[src/rtl/uart_pkg.sv]
// Shared constants and capture-state encoding for the UART receive FIFO.
package uart_pkg;
    localparam int DEF_BYTESIZES = 8;
    localparam int DEF_DEPTH     = 16;

    typedef enum logic [1:0] {
        CAP_IDLE,
        CAP_DELAY,
        CAP_WRITE
    } cap_state_e;
endpackage

[src/rtl/uart_fifo_mem.sv]
// DEPTH x BYTESIZES register file: synchronous write, asynchronous read, no reset.
module uart_fifo_mem #(
    parameter int BYTESIZES = 8,
    parameter int DEPTH     = 16,
    parameter int AW        = $clog2(DEPTH)
) (
    input  logic                 clock,
    input  logic                 we,
    input  logic [AW-1:0]        waddr,
    input  logic [BYTESIZES-1:0] wdata,
    input  logic [AW-1:0]        raddr,
    output logic [BYTESIZES-1:0] rdata
);
    logic [BYTESIZES-1:0] mem [DEPTH];

    always_ff @(posedge clock) begin
        if (we) mem[waddr] <= wdata;
    end

    assign rdata = mem[raddr];
endmodule

[src/rtl/uart_rx_fifo.sv]
// Captures a byte a fixed delay after the receiver's frame-done edge and queues
// it in a first-word fall-through FIFO with a sticky overflow flag.
module uart_rx_fifo
    import uart_pkg::*;
#(
    parameter int BYTESIZES     = DEF_BYTESIZES,
    parameter int DEPTH         = DEF_DEPTH,
    parameter int CAPTURE_DELAY = 4
) (
    input  logic                     clock,
    input  logic                     reset,
    input  logic [BYTESIZES-1:0]     rx_data_in,
    input  logic                     rx_ready_in,
    output logic [BYTESIZES-1:0]     data_out,
    output logic                     valid_out,
    input  logic                     ready_in,
    output logic [$clog2(DEPTH):0]   count_out,
    output logic                     full_out,
    output logic                     empty_out,
    output logic                     overflow_out,
    input  logic                     clear_overflow_in
);
    localparam int AW = $clog2(DEPTH);
    localparam int CW = $clog2(CAPTURE_DELAY + 1);
    localparam logic [AW:0]   FULL_CNT = (AW+1)'(DEPTH);
    localparam logic [CW-1:0] LAST_DLY = CW'(CAPTURE_DELAY - 1);

    cap_state_e           state;
    logic [CW-1:0]        dly_cnt;
    logic                 ready_q;
    logic [AW-1:0]        wr_ptr, rd_ptr;
    logic [AW:0]          count;
    logic                 overflow;
    logic [BYTESIZES-1:0] rd_data;
    logic                 frame_edge, push, pop, full, empty, wr_en, drop;

    assign frame_edge = rx_ready_in & ~ready_q;
    assign push       = (state == CAP_WRITE);
    assign full       = (count == FULL_CNT);
    assign empty      = (count == '0);
    assign pop        = ~empty & ready_in;
    // A pop in the same cycle frees the slot, so a full FIFO still accepts the push.
    assign wr_en      = push & (~full | pop);
    assign drop       = push & full & ~pop;

    always_ff @(posedge clock) begin
        if (reset) begin
            state   <= CAP_IDLE;
            dly_cnt <= '0;
            ready_q <= 1'b1;
        end else begin
            ready_q <= rx_ready_in;
            case (state)
                CAP_IDLE: if (frame_edge) begin
                    state   <= CAP_DELAY;
                    dly_cnt <= '0;
                end
                CAP_DELAY: begin
                    dly_cnt <= dly_cnt + 1'b1;
                    if (dly_cnt == LAST_DLY) state <= CAP_WRITE;
                end
                CAP_WRITE: state <= CAP_IDLE;
                default:   state <= CAP_IDLE;
            endcase
        end
    end

    always_ff @(posedge clock) begin
        if (reset) begin
            wr_ptr   <= '0;
            rd_ptr   <= '0;
            count    <= '0;
            overflow <= 1'b0;
        end else begin
            if (wr_en) wr_ptr <= wr_ptr + 1'b1;
            if (pop)   rd_ptr <= rd_ptr + 1'b1;
            case ({wr_en, pop})
                2'b10:   count <= count + 1'b1;
                2'b01:   count <= count - 1'b1;
                default: count <= count;
            endcase
            if (drop)                   overflow <= 1'b1;
            else if (clear_overflow_in) overflow <= 1'b0;
        end
    end

    uart_fifo_mem #(.BYTESIZES(BYTESIZES), .DEPTH(DEPTH), .AW(AW)) u_mem (
        .clock (clock),
        .we    (wr_en),
        .waddr (wr_ptr),
        .wdata (rx_data_in),
        .raddr (rd_ptr),
        .rdata (rd_data)
    );

    // Storage is not reset, so mask the read port until something is stored.
    assign data_out     = empty ? '0 : rd_data;
    assign valid_out    = ~empty;
    assign empty_out    = empty;
    assign full_out     = full;
    assign count_out    = count;
    assign overflow_out = overflow;
endmodule
[config.mk]
export PLATFORM = sky130hd
export DESIGN_NAME = uart_rx_fifo
export DESIGN_NICKNAME = d
export VERILOG_FILES = /design/src/rtl/uart_pkg.sv /design/src/rtl/uart_fifo_mem.sv /design/src/rtl/uart_rx_fifo.sv
export SDC_FILE = /design/constraint.sdc
export NUM_CORES = 1
export LEC_CHECK = 0
export CORE_UTILIZATION = 40
export DETAILED_ROUTE_END_ITERATION = 8
export PLACE_DENSITY = 0.6
export SLEW_MARGIN = 5
export SYNTH_ARGS = -nofsm -noshare
export SYNTH_HDL_FRONTEND = slang
export SYNTH_SLANG_ARGS = --single-unit
[constraint.sdc]
create_clock -name clock -period 2.1 [get_ports clock]
set_clock_uncertainty 0.15 [all_clocks]
set_input_delay 0.315 -clock clock [delete_from_list [all_inputs] [get_ports clock]]
set_output_delay 0.315 -clock clock [all_outputs]
set_load 0.02 [all_outputs]
=== Word level (Yosys, flattened, before mapping) ===
Memories as Yosys holds them, arrays and structs flattened. A register that Yosys moved wholly into a read port is not among the register bits.
Cells that the tools add are included.

* Logic and storage cells: 51
* Memories: 1
* Bits of input ports: 13
* Register bits after elaboration: 20
* RAM bits: 128
* Output and inout bits: 17

* Reductions and logical operators: 7
* Equal/unequal tests: 8
* $add $sub $neg: 5
* Bitwise gates (word level): 10
* Muxes and demuxes: 13

{| class="wikitable"
|+ Memory list
! name !! depth !! width !! rd ports !! clocked after Yosys merged registers in !! wr ports !! RTL line !! RTL
|-
| u_mem.mem || 16 || 8 || 1 || 1 || 1 || uart_fifo_mem.sv:14 || <nowiki>logic [BYTESIZES-1:0] mem [DEPTH];</nowiki>
|}

{| class="wikitable"
|+ Operators by type and width
! kind !! count
|-
| $pmux 5 s2 || 1
|-
| $add 4x1->4 const B || 2
|-
| $mux 4 || 2
|-
| $mux 8 || 1
|-
| $pmux 3 s2 || 1
|-
| $reduce_bool 2->1 || 3
|-
| $add 5x1->5 const B || 1
|-
| $and 1x1->1 || 5
|-
| $eq 5x5->1 const B || 1
|-
| $logic_not 5->1 || 1
|-
| $sub 5x1->5 const B || 1
|-
| $eq 2x1->1 const B || 2
|-
| $eq 2x2->1 const B || 2
|-
| $mux 1 || 4
|-
| $mux 2 || 2
|-
| $ne 2x2->1 const B || 2
|-
| $not 1->1 || 4
|-
| $pmux 2 s2 || 1
|-
| $reduce_and 2->1 || 2
|-
| $add 3x1->3 const B || 1
|-
| $eq 3x2->1 const B || 1
|-
| $mux 3 || 1
|-
| $logic_not 2->1 || 1
|-
| $or 1x1->1 || 1
|}

=== Depth between registers and ports, before layout ===
Gate-level depths: netlist (run 1).

* Word-level depth: 7
* Depth in mapped cells: 11
* Mapped depth without buffers: 9

=== By module ===
From an unflattened synthesis (run 1), not the netlist that was laid out.

* Cell total of the unflattened synthesis: 339
* Area total of the unflattened synthesis: 6034.5 um2

{| class="wikitable"
|+ Modules (own cells, without submodules)
! module !! instances !! cells each !! seq. area each (um2) !! area an instance (um2)
|-
| uart_fifo_mem || 1 || 221 || 3843.7 || 4987.3
|-
| uart_rx_fifo || 1 || 118 || 400.4 || 1047.3
|}

=== Least setup slack after synthesis (run 1) ===
Ideal clock, no wire load.

* Path type: register to register
* Start: reg count[0] (netlist: count_out[0])
* End: mem u_mem.mem[0][0], enable pin
* Cell stages (with the launch flop): 6
* Path slack: -226 ps
* Clock period less this slack: 2326 ps
* Path buffers: 1
* Library setup time: 383 ps
* Arrival time: 1793 ps
* Path through: dfxtp_1 or4_1 buf_2 o21ba_2 nand2_1 nor3_1

* Word-level cells in the longest chain between the ends: 7
* Elaborated cells on any way between the ends: 9
* Those cells by class: 1 x eq/ne; 2 x mux; 5 x bitwise; 1 x reduce/logical

{| class="wikitable"
|+ Ends and longest elaborated chain
! what !! RTL line !! RTL
|-
| start: declaration || uart_rx_fifo.sv:32 || <nowiki>logic [AW:0] count;</nowiki>
|-
| start signal: assignment || uart_rx_fifo.sv:78 || <nowiki>2'b10: count <= count + 1'b1;</nowiki>
|-
| start signal: assignment || uart_rx_fifo.sv:79 || <nowiki>2'b01: count <= count - 1'b1;</nowiki>
|-
| start signal: assignment || uart_rx_fifo.sv:80 || <nowiki>default: count <= count;</nowiki>
|-
| $logic_not 5->1 || uart_rx_fifo.sv:40 || <nowiki>assign empty = (count == '0);</nowiki>
|-
| $not 1->1 || uart_rx_fifo.sv:41 || <nowiki>assign pop = ~empty & ready_in;</nowiki>
|-
| $and 1x1->1 || uart_rx_fifo.sv:41 ||
|-
| $or 1x1->1 * || uart_rx_fifo.sv:43 || <nowiki>assign wr_en = push & (~full | pop);</nowiki>
|-
| $and 1x1->1 * || uart_rx_fifo.sv:43 ||
|-
| $mux 1 * || uart_fifo_mem.sv:17 || <nowiki>if (we) mem[waddr] <= wdata;</nowiki>
|-
| $mux 1 (not written as such) * || uart_fifo_mem.sv:17 ||
|-
| end: declaration || uart_fifo_mem.sv:14 ||
|}

Mark *: on every way between the ends. The rest lies on a longest branch, timed or not.

==> results.ini, run 1 <==
[global_routing]
antenna_found_initial=0
grt_pass1_wl_um=20080
grt_use_total=0.1762
grt-ovfl-total=0
grt_max_degree=25
first_global_vias=3594

[power]
total_leakage_power_nw=2.775
ir_worst_vdd_mv=0.7015
p_per_area_mw_per_mm2=1067

[floorplanning]
core_mm2=0.01520
io_pins=30
fp.dieH_um=126.6
die-area_mm2=0.01603
die_x_um=126.6
start_util=0.4085
rows=45

[worst_setup_path]
worstSetupStartpointType=flip-flop
path_class=reg2out
critPathArrivalTime_ns=2.13
end_kind=primary output
worstPathMaxFanout=6
reg2reg_from=count_out[0]
required_ns=1.63

[worst_hold_path]
hold_class=in2reg
min_from=rx_ready_in

[sta]
tns_ns=-4.298
maxSlewHeadroom=0.6028
fmax_mhz=384.7
fin_crit_sh=1.238
slew_viol_final=0
rsz0062_at_grt=yes
period_minus_slack_ns=2.599
setup_viol=12
worst_slack_ns=-0.4994
worstMarginPinSlew_ns=0.5939
finalHoldViolCount=0

[logic_synthesis]
syn_inst=359
yosysMostFrequentCell=edfxtp_1
yosys-top-cells-area=edfxtp_1, mux4_2, dfxtp_1
avgSynthCellArea_um2=17.30
synthTopCellsByCount=edfxtp_1, nor2_1, mux4_2
ys_ff_latch=152
synth-seq-area-share=0.6964
yosysUniqueCellTypes=42
syn-cell-area_mm2=0.006210
synth_top_area_cell=edfxtp_1
synth_nets=380
synth_ff_type=edfxtp_1
yosysTopAreaCellShare=0.6190
synthArstFlopShare=0
synth.yosys.warnings=0
synth_edf_count=128

[flow_run]
max_cap_viol_count=0

[route]
drt_drc_violations_left=0
wirelength_um=13430
dr.pass1.iters=4
drtIter0Drc=229
wire_per_inst_um=20.44
routed_via_density=5.327
num_vias=3500
ant_nets=0

[clocking]
clkTransAtPathRegs_ns=0.06
clk_path_buf_depth=2
hold_buffers=0
cts.sinks=152
cts_tree=built
clkLatencyLatePin_ns=0.42
htree_levels=4
cts_buffers=17
cts-root-buf=clkbuf_16

[run_status]
violations=negative setup slack
status=finished, violations left

[layout]
fin_nets=477
drive_above_1_share=0.4264
finalNonFillerCells=657
antenna_cells=0
fillers=1191
syn_to_final_growth_pct=31.73

[placed_design]
place.gp.congestion=0.7780
place.port_buffers=29
hpwl_um=8196
post-place-cells=610

metal layers:
metal / vias up / GRT usage / wire, um
li1: 1600 / - / -
met1: 1783 / 0.2254 / 5708
met2: 96 / 0.2925 / 6873
met3: 21 / 0.03922 / 643
met4: 0 / 0.07087 / 201
met5: - / 0 / 0
repair_timing:
action                                  in CTS  in global routing
pin swaps                                    6                 14
endpoints found under the setup margin      67                 99
resized for setup                           93                 57
setup buffers                                9                  7
gates cloned                                 2                  1
cell families after synthesis:
group           share of synthesized area
compound gates                    0.04010
xor+xnor                         0.008463
simple gates                      0.05843
mux                                0.1580
fa+ha+maj                         0.01612
flops                              0.6964
buf+inv                           0.02257
sequential cells by signal, summed over array words and instances (netlist names), named ones only:
signal / flops
count_out: 5
dly_cnt: 3
overflow_out: 1
rd_ptr: 4
ready_q: 1
state: 2
u_mem.mem: 128
wr_ptr: 4
power by group:
group | leakage [nW] | switching [W] | internal [W]
Sequential | 1.35 | 0.0000780 | 0.00333
Combinational | 1.18 | 0.00115 | 0.00132
Clock | 0.250 | 0.00121 | 0.00164
Total | 2.78 | 0.00243 | 0.00630
cells in the final DEF (no fill, tap or decap), drive strengths merged, types with 8 or more instances in the layout:
cell type      instances
inv                   11
nor2                  32
clkdlybuf4s50         15
o21ai                 12
buf                   80
mux2                  11
dfxtp                 24
mux4                  32
clkbuf                21
ha                     8
a21oi                 14
mux2i                 11
edfxtp               128
critical path: stages, from the launching register on:
cell and delay [ns]:
dfxtp_4 0.39, buf_12 0.13, mux4_2 0.51, mux2_4 0.28, o21ai_2 0.15, a21oi_2 0.06
buf_4 0.19
per-stage QoR:
step / worst slack, ns / hold WS, ns / power, W / util / cell area, um2
after floorplan: -0.03661 / 0.2639 / 0.004586 / - / 6260
after global placement: -0.5157 / 0.3166 / 0.005337 / 0.4732 / 7193
after detailed placement: -0.5706 / 0.3349 / 0.005357 / 0.4732 / 7193
after CTS: -0.5653 / 0.3239 / 0.008464 / 0.5217 / 7931
after global routing: -0.5653 / 0.3364 / 0.009043 / 0.5381 / 8180
final: -0.4994 / 0.3351 / 0.008732 / 0.5381 / 8180
cell type report:
class                           count  area, um2  share of cell area
Clock buffer                       20      436.7             0.05338
Clock inverter                     12      118.9             0.01453
Inverter                            7      26.28            0.003212
Multi-Input combinational cell    179       1997              0.2441
Sequential cell                   152       4337              0.5301
Tap cell                          188      235.2             0.02876
Timing Repair Buffer               99       1030              0.1259
final timing paths:
path,end,slack (ns),depth (start not counted)
setup reg to reg,count_out[2],-0.21,10
setup / recovery,data_out[4],-0.50,6
hold reg to reg,dly_cnt[2],0.35,2
hold / removal,ready_q,0.34,2
Power figures use the tool's default switching activity.
==> run 2: changes to the inputs <==
- SKIP_LAST_GASP: default -> 1
==> run 2 against run 1 <==
Effect of this change:
- the flow still finishes with violations (negative setup slack)
- clock power about the same
- clock-buffer cell count unchanged
- first-iteration DRC count increased by 17%
- hold slack improved by 0.00088 ns
- flip-flop and latch count unchanged
- core utilization decreased by 0.091 points
- via count increased by 0.94%
- maximum frequency decreased by 0.17%
- register-to-register slack got worse by 0.03 ns
- non-clock buffer count unchanged
- combinational power increased by 2%
- critical path type unchanged
- highest routed layer unchanged
==> results.ini, run 2 (synthesis results as in run 1) <==
[clocking]
clkLatencyLatePin_ns=0.42  ; about the same
cts_buffers=17  ; unchanged
hold_buffers=0  ; unchanged
cts-root-buf=clkbuf_16
clk_path_buf_depth=2  ; unchanged
clkTransAtPathRegs_ns=0.06  ; about the same
htree_levels=4  ; unchanged
cts_tree=built
cts.sinks=152  ; unchanged

[layout]
fillers=1195  ; +0.34%
antenna_cells=0  ; unchanged
syn_to_final_growth_pct=31.51
fin_nets=477  ; unchanged
drive_above_1_share=0.4243  ; -0.002132
final_common_cell=edfxtp_1
final_cell_mix=edfxtp_1, buf_4, mux4_2
largest_reg_flops=128  ; unchanged
top_register=u_mem.mem

[floorplanning]
die-area_mm2=0.01603  ; unchanged
start_util=0.4085  ; unchanged
io_pins=30  ; unchanged
core_mm2=0.01520  ; unchanged
fp.dieH_um=126.6  ; unchanged
rows=45  ; unchanged
die_x_um=126.6  ; unchanged

[worst_setup_path]
crit_family=multiplexers
critPathArrivalTime_ns=2.14  ; about the same
path_depth=6  ; unchanged
reg2reg_to=count_out[2]
cpPeakStageDelay_ns=0.51  ; about the same
crit_slowest_cell=mux4_2
path_class=reg2out
end_kind=primary output
worstSetupStartpointType=flip-flop
rrSetupSlack_ns=-0.24  ; -0.03 ns
reg2reg_depth=10  ; unchanged
required_ns=1.63  ; about the same
reg2reg_from=count_out[0]
cp.buffers_inverters=2  ; unchanged
path_cells=buf_12 > mux4_2 > mux2_4 > o21ai_2 > a21oi_2 > buf_4
endpoint=data_out[4]
worstPathMaxFanout=6  ; unchanged

[sta]
setup_viol=14  ; +2
tns_ns=-4.525  ; -0.2267 ns
finalHoldWorstSlack_ns=0.3359  ; +0.0008820 ns
worst_slack_ns=-0.5039  ; -0.004488 ns
maxSlewHeadroom=0.6087  ; +0.005877
finalHoldViolCount=0  ; unchanged
rsz0062_at_grt=yes
fmax_mhz=384.0  ; -0.17%
fin_crit_sh=1.240  ; +0.002137
slew_viol_final=0  ; unchanged
worstMarginPinSlew_ns=0.5852  ; -0.008788 ns
period_minus_slack_ns=2.604  ; +0.004488 ns

[power]
finalPower_w=0.008783  ; +0.58%
total_leakage_power_nw=2.755  ; -0.74%
ir_worst_vdd_mv=0.7653  ; +9.1%
p_per_area_mw_per_mm2=1076  ; +0.75%

[global_routing]
first_global_vias=3609  ; +0.42%
grt_pass1_wl_um=20090  ; about the same
grt-ovfl-total=0  ; unchanged
grt_max_degree=25  ; unchanged
antenna_found_initial=0  ; unchanged
grt_use_total=0.1761  ; about the same

[route]
wirelength_um=13390  ; -0.28%
ant_nets=0  ; unchanged
dr.pass1.iters=5  ; +1
drt_drc_violations_left=0  ; unchanged
routed_via_density=5.377  ; +0.94%
drtIter0Drc=268  ; +17%
num_vias=3533  ; +0.94%
wire_per_inst_um=20.38  ; -0.28%

[worst_hold_path]
hold_class=in2reg

[placed_design]
place.gp.congestion=0.7780  ; unchanged
place_ws_ns=-0.5706  ; unchanged
hpwl_um=8196  ; unchanged
place.port_buffers=29  ; unchanged

[run_status]
violations=negative setup slack
status=finished, violations left

[flow_run]
max_cap_viol_count=0  ; unchanged

==> run 2: cell count changes in the layout (fill, tap and decap cells not counted), sizes merged <==
cell           change
dlygate4sd2        -1
clkdlybuf4s50      +1
==> run 2: area by class of cell <==
type | count | area [um2] | area share
sequential | 152 | 4337 | 0.5310
multi-input combinational | 179 | 1979 | 0.2424
timing repair buffer | 99 | 1033 | 0.1266
clock buffer | 20 | 436.7 | 0.05347
tap | 188 | 235.2 | 0.02880
clock inverter | 12 | 118.9 | 0.01455
inverter | 7 | 26.28 | 0.003217
==> run 2: through the flow <==
stage,instances,util,area [um2]
floorplan,359,-,6260
global placement,610,0.4732,7193
detailed placement,610,0.4732,7193
CTS,653,0.5202,7909
global route,657,0.5372,8167
finish,657,0.5372,8167
==> run 2: routing by layer <==
layer  GRT usage  wire length [um]  up-vias  part of all wire
li1            -                 -     1605                 -
met1      0.2251              5814     1806              0.43
met2      0.2925              6765       98              0.51
met3     0.03922               583       24             0.044
met4     0.07087               225        0             0.017
met5           0                 0        -                 0
==> run 2: worst reg2reg max path, cell delays in order, from the launching register on <==
cell and delay, ns:
dfxtp_4 0.36, nor4_4 0.34, buf_4 0.18, nand2b_4 0.08
buf_6 0.13, nand2_4 0.05, xnor2_2 0.11, ha_2 0.24
nor2_1 0.05, a32oi_1 0.18, mux2_2 0.36
==> run 2: worst min-delay path by stage <==
stage	start	endpoint	slack, ns	depth (start not counted)
floorplan	rx_data_in[0]	u_mem.mem[0][0]	0.26	0
finish	rx_ready_in	ready_q	0.34	2
CTS	rx_ready_in	ready_q	0.32	2
detailed placement	dly_cnt[2]	dly_cnt[2]	0.33	2
global route	rx_ready_in	ready_q	0.34	2
global placement	dly_cnt[2]	dly_cnt[2]	0.32	2
==> run 2: power breakdown <==
part           internal [W]  leakage, nW  switching [W]
logic               0.00137         1.16        0.00115
clock network       0.00164        0.250        0.00121
registers           0.00333         1.35      0.0000784
==> run 2: what timing repair did <==
action,in CTS,in global routing
endpoints found under the setup margin,67,115
pin swaps,5,12
gates resized for setup,83,60
setup buffers,9,6
gates cloned,2,1
